$ cat src/rtl/coin_pkg.sv
// Shared types and helpers for the coin-charger control slice.
// One-hot states, BCD digit type and BCD/binary conversion.
package coin_pkg;

   typedef enum logic [3:0] {
      S_IDLE   = 4'b0001,
      S_INPUT  = 4'b0010,
      S_CHARGE = 4'b0100,
      S_DONE   = 4'b1000
   } state_t;

   typedef logic [3:0] bcd_t;

   localparam bcd_t KEY_MAX = 4'd9;

   function automatic logic [7:0] bin2bcd(input logic [6:0] v);
      bcd_t t;
      bcd_t u;
      t = 4'(v / 7'd10);
      u = 4'(v % 7'd10);
      return {t, u};
   endfunction

   function automatic logic [6:0] bcd2bin(input bcd_t tens,
                                          input bcd_t units);
      return 7'(tens) * 7'd10 + 7'(units);
   endfunction

endpackage

$ cat src/rtl/charge_ctrl_if.sv
// Key strobes in from the scanner, display/switch values out.
// master = scanner/display side, slave = charge_ctrl.
interface charge_ctrl_if;
   import coin_pkg::*;

   bcd_t       key_data;
   logic       key_digit;
   logic       key_start;
   logic       key_ok;
   logic       key_reset;
   logic [7:0] amt_bcd;
   logic [7:0] time_bcd;
   logic       charging;
   logic       done;
   logic [3:0] state_view;

   modport master (
      output key_data, key_digit, key_start,
      output key_ok, key_reset,
      input  amt_bcd, time_bcd, charging,
      input  done, state_view
   );

   modport slave (
      input  key_data, key_digit, key_start,
      input  key_ok, key_reset,
      output amt_bcd, time_bcd, charging,
      output done, state_view
   );

endinterface

$ cat src/rtl/charge_ctrl_tick_gen.sv
// Prescaler: one-cycle tick every TICK_DIV enabled cycles after clr.
// tick is combinational so the consuming edge lands exactly TICK_DIV after clr.
module tick_gen #(
   parameter int TICK_DIV = 100000
) (
   input  logic clk,
   input  logic clr,
   input  logic en,
   output logic tick
);

   localparam int W = (TICK_DIV > 1) ? $clog2(TICK_DIV) : 1;

   logic [W-1:0] cnt_q;
   logic         last;

   assign last = (cnt_q == W'(TICK_DIV - 1));
   assign tick = en && !clr && last;

   always_ff @(posedge clk) begin
      if (clr)
         cnt_q <= '0;
      else if (en)
         cnt_q <= last ? '0 : cnt_q + W'(1);
   end

endmodule

$ cat src/rtl/charge_ctrl.sv
// Coin-charger control: amount entry, confirm, per-second countdown.
// Amount kept in BCD, remaining time in binary.
module charge_ctrl
   import coin_pkg::*;
#(
   parameter int TICK_DIV      = 100000,
   parameter int TIME_PER_UNIT = 2,
   parameter int MAX_AMOUNT    = 20,
   parameter int IDLE_TIMEOUT  = 10
) (
   input logic         CLK,
   input logic         rst,
   charge_ctrl_if.slave bus
);

   localparam int TW = $clog2(IDLE_TIMEOUT + 1);
   localparam logic [7:0] MAX_BCD = bin2bcd(7'(MAX_AMOUNT));

   state_t      state_q, state_d;
   bcd_t        tens_q, tens_d;
   bcd_t        units_q, units_d;
   logic [6:0]  time_q, time_d;
   logic [TW-1:0] to_q, to_d;
   logic [7:0]  time_bcd_q;
   logic        charging_q;
   logic        done_q;

   logic act_reset, act_start, act_ok, act_digit, any_key;
   logic tick, pre_clr, pre_en;
   logic [6:0] amt_bin, new_bin;

   // Only the highest-priority strobe is allowed to act.
   assign act_reset = bus.key_reset;
   assign act_start = bus.key_start & ~act_reset;
   assign act_ok    = bus.key_ok & ~bus.key_start & ~act_reset;
   assign act_digit = bus.key_digit & ~bus.key_ok
                      & ~bus.key_start & ~act_reset;
   assign any_key   = bus.key_reset | bus.key_start
                      | bus.key_ok | bus.key_digit;

   assign amt_bin = bcd2bin(tens_q, units_q);
   assign new_bin = bcd2bin(units_q, bus.key_data);

   assign pre_en  = (state_q == S_INPUT) || (state_q == S_CHARGE);
   assign pre_clr = rst || !pre_en
                    || ((state_q == S_INPUT) && any_key);

   tick_gen #(.TICK_DIV(TICK_DIV)) u_tick (
      .clk  (CLK),
      .clr  (pre_clr),
      .en   (pre_en),
      .tick (tick)
   );

   always_comb begin
      state_d = state_q;
      tens_d  = tens_q;
      units_d = units_q;
      time_d  = time_q;
      to_d    = to_q;
      unique case (state_q)
         S_IDLE: begin
            if (act_start) begin
               state_d = S_INPUT;
               tens_d  = '0;
               units_d = '0;
               to_d    = '0;
            end
         end
         S_INPUT: begin
            unique case (1'b1)
               act_reset: begin
                  state_d = S_IDLE;
                  tens_d  = '0;
                  units_d = '0;
               end
               act_start: begin
                  tens_d  = '0;
                  units_d = '0;
               end
               act_ok: begin
                  if (amt_bin != '0) begin
                     state_d = S_CHARGE;
                     time_d  = 7'(amt_bin * 7'(TIME_PER_UNIT));
                  end
               end
               act_digit: begin
                  if (bus.key_data <= KEY_MAX && tens_q == '0) begin
                     if (new_bin > 7'(MAX_AMOUNT)) begin
                        tens_d  = MAX_BCD[7:4];
                        units_d = MAX_BCD[3:0];
                     end else begin
                        tens_d  = units_q;
                        units_d = bus.key_data;
                     end
                  end
               end
               default: begin
                  if (tick) begin
                     if (to_q == TW'(IDLE_TIMEOUT - 1)) begin
                        state_d = S_IDLE;
                        tens_d  = '0;
                        units_d = '0;
                     end else begin
                        to_d = to_q + TW'(1);
                     end
                  end
               end
            endcase
            if (any_key)
               to_d = '0;
         end
         S_CHARGE: begin
            if (act_reset) begin
               state_d = S_IDLE;
               tens_d  = '0;
               units_d = '0;
               time_d  = '0;
            end else if (tick) begin
               time_d = time_q - 7'd1;
               if (time_q == 7'd1)
                  state_d = S_DONE;
            end
         end
         S_DONE: begin
            state_d = S_IDLE;
            tens_d  = '0;
            units_d = '0;
            time_d  = '0;
         end
         default: begin
            state_d = S_IDLE;
         end
      endcase
   end

   always_ff @(posedge CLK) begin
      if (rst) begin
         state_q    <= S_IDLE;
         tens_q     <= '0;
         units_q    <= '0;
         time_q     <= '0;
         to_q       <= '0;
         time_bcd_q <= '0;
         charging_q <= 1'b0;
         done_q     <= 1'b0;
      end else begin
         state_q    <= state_d;
         tens_q     <= tens_d;
         units_q    <= units_d;
         time_q     <= time_d;
         to_q       <= to_d;
         time_bcd_q <= bin2bcd(time_d);
         charging_q <= (state_d == S_CHARGE);
         done_q     <= (state_d == S_DONE);
      end
   end

   assign bus.amt_bcd    = {tens_q, units_q};
   assign bus.time_bcd   = time_bcd_q;
   assign bus.charging   = charging_q;
   assign bus.done       = done_q;
   assign bus.state_view = state_q;

endmodule

$ cat src/flat_wrapper.sv
// flat-port wrapper written by rule: the top's interface ports become plain ports
module charge_ctrl_flat import coin_pkg::*;
#(
   parameter int TICK_DIV      = 100000,
   parameter int TIME_PER_UNIT = 2,
   parameter int MAX_AMOUNT    = 20,
   parameter int IDLE_TIMEOUT  = 10
)
  (CLK, rst, bus_key_data, bus_key_digit, bus_key_start, bus_key_ok, bus_key_reset, bus_amt_bcd, bus_time_bcd, bus_charging, bus_done, bus_state_view);
  charge_ctrl_if bus_i ();
  input logic CLK;
  input logic rst;
  input wire logic [$bits(bus_i.key_data)-1:0] bus_key_data;
  input wire logic [$bits(bus_i.key_digit)-1:0] bus_key_digit;
  input wire logic [$bits(bus_i.key_start)-1:0] bus_key_start;
  input wire logic [$bits(bus_i.key_ok)-1:0] bus_key_ok;
  input wire logic [$bits(bus_i.key_reset)-1:0] bus_key_reset;
  output wire logic [$bits(bus_i.amt_bcd)-1:0] bus_amt_bcd;
  output wire logic [$bits(bus_i.time_bcd)-1:0] bus_time_bcd;
  output wire logic [$bits(bus_i.charging)-1:0] bus_charging;
  output wire logic [$bits(bus_i.done)-1:0] bus_done;
  output wire logic [$bits(bus_i.state_view)-1:0] bus_state_view;
  assign bus_i.key_data = bus_key_data;
  assign bus_i.key_digit = bus_key_digit;
  assign bus_i.key_start = bus_key_start;
  assign bus_i.key_ok = bus_key_ok;
  assign bus_i.key_reset = bus_key_reset;
  assign bus_amt_bcd = bus_i.amt_bcd;
  assign bus_time_bcd = bus_i.time_bcd;
  assign bus_charging = bus_i.charging;
  assign bus_done = bus_i.done;
  assign bus_state_view = bus_i.state_view;
  charge_ctrl #(.TICK_DIV(TICK_DIV), .TIME_PER_UNIT(TIME_PER_UNIT), .MAX_AMOUNT(MAX_AMOUNT), .IDLE_TIMEOUT(IDLE_TIMEOUT)) u_core (.CLK(CLK), .rst(rst), .bus(bus_i));
endmodule
$ cat config.mk
export PLATFORM = sky130hd
export DESIGN_NAME = charge_ctrl_flat
export DESIGN_NICKNAME = d
export VERILOG_FILES = /design/src/rtl/coin_pkg.sv /design/src/rtl/charge_ctrl_if.sv /design/src/rtl/charge_ctrl_tick_gen.sv /design/src/rtl/charge_ctrl.sv /design/src/flat_wrapper.sv
export SDC_FILE = /design/constraint.sdc
export NUM_CORES = 1
export LEC_CHECK = 0
export CORE_UTILIZATION = 58
export DETAILED_ROUTE_END_ITERATION = 16
export DONT_BUFFER_PORTS = 1
export HOLD_SLACK_MARGIN = 0.06
export PLACE_DENSITY = 0.74
export SLEW_MARGIN = 25
export SYNTH_ARGS = -nofsm -noshare
export SYNTH_HDL_FRONTEND = slang
export SYNTH_SLANG_ARGS = --single-unit
$ cat constraint.sdc
create_clock -name CLK -period 4.8 [get_ports CLK]
set_input_delay 0.72 -clock CLK [delete_from_list [all_inputs] [get_ports CLK]]
set_output_delay 0.72 -clock CLK [all_outputs]
set_load 0.02 [all_outputs]
[Yosys cells after proc, flatten, opt, wreduce, memory -nomap -nowiden]
Index checks and enable logic that the tools add are counted.
W data, S select, Z words.
Storage, ports and cells
  flip-flop bits (word level): 50
  bits in latches: 0
  memory bits (writable): 0
  bits in read-only memories: 0
  output and inout bits: 22
  word-level logic and storage cells: 100
  memories: 0
Operators by class
  $add $sub $neg: 5
  multiply operators: 2
  div/mod/pow operators: 2
  magnitude comparators: 2
  equal/unequal tests: 18
  shift-type cells: 0
  multiplexer cells: 32
  bitwise logic cells: 12
  reduce and logical (&&, ||, !) cells: 18
Operators by type and width (number)
  $mux W4: 19
  $pmux W4 S3: 4
  $pmux W4 S4: 2
  $mux W7: 4
  $pmux W7 S3: 1
  $add A17 B1 Y17 const B: 1
  $eq A17 B17 Y1 const B: 1
  $mux W17: 1
  $add A7 B4 Y7: 2
  $eq A4 B4 Y1 const B: 3
  $mul A4 B3 Y6 const B: 2
  $eq A4 B3 Y1 const B: 2
  $pmux W4 S2: 1
  $div A7 B4 Y7 const B: 1
  $eq A7 B1 Y1 const B: 1
  $gt A7 B5 Y1 const B: 1
  $mod A7 B4 Y7 const B: 1
  $reduce_and A7 Y1: 1
  $reduce_bool A7 Y1: 1
  $sub A7 B1 Y7 const B: 1
  $and A1 B1 Y1: 6
  $ne A3 B2 Y1 const B: 2
  $reduce_and A5 Y1: 1
  $add A4 B1 Y4 const B: 1
  other kinds (19): 31

[Depth between registers and ports, before layout]
  depth after elaboration: 12
  gate-level depth with buffers: 21
  gate-level depth less buffers: 19

[By module]
A second synthesis with hierarchy kept.
Second synthesis, totals
  cells, all modules: 428
  area total of the unflattened synthesis: 3617.2 um2
By module, submodules not included
  charge_ctrl: instances 1, cells an instance 332, area each 2706.3 um2, sequential area each 640.6 um2
  tick_gen: instances 1, cells an instance 96, area each 910.9 um2, sequential area each 340.3 um2

[Least setup slack after synthesis]
Ideal clock, no wire load.
  path type: register -> register
  start: reg u_core.tens_q[1]
  end: reg u_core.time_bcd_q[1], in the netlist u_core.bus.time_bcd[1]
  library setup time: 123 ps
  data arrival time: 4926 ps
  data required time: 4677 ps
  path slack: -250 ps
  cell stages (with the launch flop): 22
  path buffers: 2
  period minus slack after synthesis: 5050 ps
  cell sequence: dfxtp_1 ha_1 ha_1 inv_1 fa_1 xnor3_1 o211ai_1 a2111o_1 nand2_2 a211o_1 and2_1 buf_6 a22o_1 a211oi_2 ha_1 clkbuf_1 nand4b_1 a31oi_1 o221ai_1 a221oi_1 a21oi_2 mux2_1
Between the ends
  longest elaborated chain between the ends: 7
Ends and longest elaborated chain
  start: declaration: line charge_ctrl.sv:20  | bcd_t tens_q, tens_d;
  start signal: assignment: line charge_ctrl.sv:149  | tens_q <= tens_d;
  $mul A4 B3 Y6 *: line coin_pkg.sv:26  | return 7'(tens) * 7'd10 + 7'(units);
  $add A7 B4 Y7 *: line coin_pkg.sv:26
  $reduce_bool A7 Y1: line charge_ctrl.sv:82  | if (amt_bin != '0) begin
  $mux W7 *: line charge_ctrl.sv:82
  $mux W7 *: line charge_ctrl.sv:71  | unique case (1'b1)
  $pmux W7 S3 *: line charge_ctrl.sv:61  | unique case (state_q)
  $mod A7 B4 Y7 *: line coin_pkg.sv:20  | u = 4'(v % 7'd10);
  end signal: assignment: line charge_ctrl.sv:153  | time_bcd_q <= bin2bcd(time_d);
  end: declaration: line charge_ctrl.sv:24  | logic [7:0] time_bcd_q;
Mark *: on every way between the ends. The rest lies on a longest branch, timed or not.
A chain may end at the register's enable or synchronous reset.

[Final worst setup path]
  start: reg u_core.tens_q[0]
  end: reg u_core.time_bcd_q[1], in the netlist u_core.bus.time_bcd[1]
Same word-level chain as after synthesis.

==> results.md <==
* Setup slack, reg-to-reg at 0.20 ns
* Global-route wire length before repair at 13,230 µm
* Layout cell share with drive strength beyond 1 at 0.1538
* Pins Over Slew Limit at 0
* Maximum VDD drop at 0.1178 mV
* Vias per inst at 6.268
* # rows at 27
* PwrDens at 184.2 nW/µm²
* Startpoint Class: flop
* Least-Margin Pin Slew at roughly 0.91 ns
* Final WS setup at slightly above 0.2 ns
* Routed WL at roughly 7600 µm
* Max cap viols at 0
* Clock latency on the worst-skew pair at 0.30 ns
* Vias in the first global route at 2,838
* Bufs on Longest Clock Path at 2
* Area contributors post-synth: dfxtp_1, ha_1, nor2_1
* Hold path startpoint: rst
* H-tree levels at 2
* Avg WL per Cell at 15.55 µm
* Antenna violations before repair at 0
* Layout Nets at 448
* Chip width at 78.84 µm
* Hold-fix buffers, CTS at 0
* Most common cell after layout, fill and taps aside: nor2_1
* DR DRC count at 0
* # IOs at 32
* Final hold slack at 0.4723 ns
* Commonest cells after routing, fill and taps aside: nor2_1, dfxtp_1, nand2_1, buf_4
* F_max at 217.5 MHz
* Synth warnings at 0
* Reg clk slew, reported paths at 0.09 ns
* Initial Util at 0.6107
* Slew HR at 0.3929
* Pre-antenna DRT Iters at 5
* Via count of the routed design at 3,059
* Setup crit end kind: flop
* Reg2reg start: u_core.tens_q[0]$_SDFFE_PP0P_
* Mean Syn Cell Area at 8.498 µm²
* Period minus WS final at between 4 and 5 ns
* Crit share post-route at 0.9578
* Post-synth ARST share at 0
* Antenna diodes at 0
* CTS root buf: clkbuf_8
* GRT Util Overall at 0.2647
* Top cell type by total area after synthesis: dfxtp_1
* Number of flops mapped to enable cells by yosys at 0
* Crit path kind: flop to flop
* Place WS at -0.002576 ns
* Post-route setup TNS at 0 ns
* Synthesis-stage register bit count at 49
* Drt first-iter violations at 198
* Synth Instances at 403
* Largest net degree at the start of global routing at 32
* Die Ht at 78.84 µm
* Most used DFF post-synth: dfxtp_1
* Area Growth Syn to Fin at 8.294%
* RePlAce Congestion at 0.8553
* Synth unique cells at 79
* Port Buf Inserts at 0
* WP data arrival at 4.79 ns
* Worst R2R Path Depth at 17
* Critical path peak fanout at 8
* Syn_nets at between 400 and 500
* Final ANT Viol Nets at 0
* LEAKAGE at 1.521 nW
* Critical R2R Capture: u_core.bus.time_bcd[1]$_SDFF_PP0_
* Worst Path Required at 4.99 ns
* Hold EP: u_core.tens_q[2]$_SDFFE_PP0P_
* CTS Buf Count at 5
* Die ar. at 6216 µm²
* CTS tree: built
* Remaining Overflow, GRT at 0
* Hold WC Path Type: input pin to flop
* Fin. Hold Viols at 0
* Share of the synthesized area in the top cell type at 0.2864
* Outcome: complete, no violations
* Worst Hold Depth at 1
* Post-synthesis sequential area ratio at 0.2864
* Synthesized area at 3425 µm²
* Clock Skews at around 0.0076 ns
* Core area at 5608 µm²
* Fillers at 490
* Dpl hpwl at 5667 µm
* Clock sinks at ~50
* Final setup fails at 0
==> power by group <==
group	internal (W)	switching (W)
clock	0.000114	0.000134
combinational	0.00000990	0.0000155
sequential	0.000406	0.00000356
total	0.000531	0.000153
==> what timing repair did <==
action / 4_1_cts / 5_1_grt
setup endpoints to repair: 1 / 4
pin swaps: 2 / 9
buffers inserted: 1 / 2
resized for setup: 0 / 7
==> how the worst max path moves through the flow <==
stage | slack [ns] | start | to | cells after the start
after CTS | 0.03 | u_core.tens_q[1]$_SDFFE_PP0P_ | u_core.bus.time_bcd[1]$_SDFF_PP0_ | 19
after global placement | 0.15 | u_core.tens_q[1]$_SDFFE_PP0P_ | u_core.bus.time_bcd[1]$_SDFF_PP0_ | 19
final | 0.20 | u_core.tens_q[0]$_SDFFE_PP0P_ | u_core.bus.time_bcd[1]$_SDFF_PP0_ | 17
after floorplan | 0.0004 | u_core.tens_q[1]$_SDFFE_PP0P_ | u_core.bus.time_bcd[1]$_SDFF_PP0_ | 21
after global routing | -0.01 | u_core.tens_q[1]$_SDFFE_PP0P_ | u_core.bus.time_bcd[1]$_SDFF_PP0_ | 20
after detailed placement | -0.003 | u_core.tens_q[1]$_SDFFE_PP0P_ | u_core.bus.time_bcd[1]$_SDFF_PP0_ | 19
==> registers in the layout, summed over array words and instances, names as in the netlist <==
| name | cells |
|---|---|
| u_core.bus.charging | 1 |
| u_core.bus.time_bcd | 8 |
| u_core.bus.state_view | 4 |
| u_core.bus.done | 1 |
| u_core.time_q | 6 |
| u_core.units_q | 4 |
| u_core.to_q | 4 |
| u_core.tens_q | 4 |
| u_core.u_tick.cnt_q | 17 |
==> synthesized netlist by cell type, types with 3 or more instances <==
cell type  count
buf_6          4
nor3_1        13
nand2_1       25
o21ai_0       15
a22oi_1        8
and3_1         5
nor2b_1        4
or4_1          3
a31oi_1        8
a21boi_0       3
a21oi_1       17
or3_1          6
dfxtp_1       49
nor4_1         5
xor2_1        16
ha_1          18
o31ai_1        3
xnor2_1        9
a211o_1        3
nor2_1        57
nand4_1        6
clkbuf_1       6
fa_1           4
inv_1         13
nand3_1       15
nand2b_1       3
a211oi_1       7
a21o_1         6
buf_2          6
==> cell type report <==
class | instances | area [µm²] | share of cell area
clock inverter | 1 | 6.256 | 0.001687
inverter | 13 | 48.80 | 0.01316
multi-input combinational | 323 | 2306 | 0.6218
tap | 72 | 90.09 | 0.02429
sequential | 49 | 991.0 | 0.2672
timing repair buffer | 24 | 183.9 | 0.04959
clock buffer | 6 | 82.58 | 0.02227
==> layer usage <==
layer  wire (µm)  up-vias  global-route usage
met5           0        -                   0
li1            -     1514                   -
met2        3538       73              0.4226
met3         341       16             0.04713
met1        3582     1456              0.3647
met4         126        0             0.07636
==> logic make-up after synthesis <==
logic type,after synthesis,share of synthesized area
flip-flops,49,0.2864
AO/OA/AOI/OAI,103,0.2309
XOR/XNOR,26,0.07051
buffers and inverters,31,0.04713
adder cells (fa/ha/maj),22,0.08915
AND/OR/NAND/NOR,168,0.2634
multiplexers,4,0.01242
==> worst max-delay path, stage by stage, from the launching register on <==
cell and delay, ns:
dfxtp_2 0.33, ha_1 0.29, ha_1 0.35, and3_1 0.23, or4_4 0.53, a2111o_1 0.49, a21boi_1 0.17, buf_4 0.16
o21ai_4 0.09, a22o_1 0.26, a211oi_2 0.23, ha_2 0.22, nand4b_1 0.13, a31oi_1 0.19, o221ai_1 0.16, a221oi_2 0.27
a21oi_2 0.07, mux2_1 0.31
==> stage by stage <==
stage | utilization | instances | power (W) | cell area, µm²
6_report | 0.6613 | 488 | 0.0006832 | 3709
5_1_grt | 0.6613 | 488 | 0.0007122 | 3709
4_1_cts | 0.6548 | 486 | 0.0006873 | 3672
3_5_place_dp | 0.6377 | 478 | 0.0004444 | 3576
3_3_place_gp | 0.6377 | 478 | 0.0004434 | 3576
2_1_floorplan | - | 403 | 0.0004430 | 3442
(Power assumes the default switching activity.)
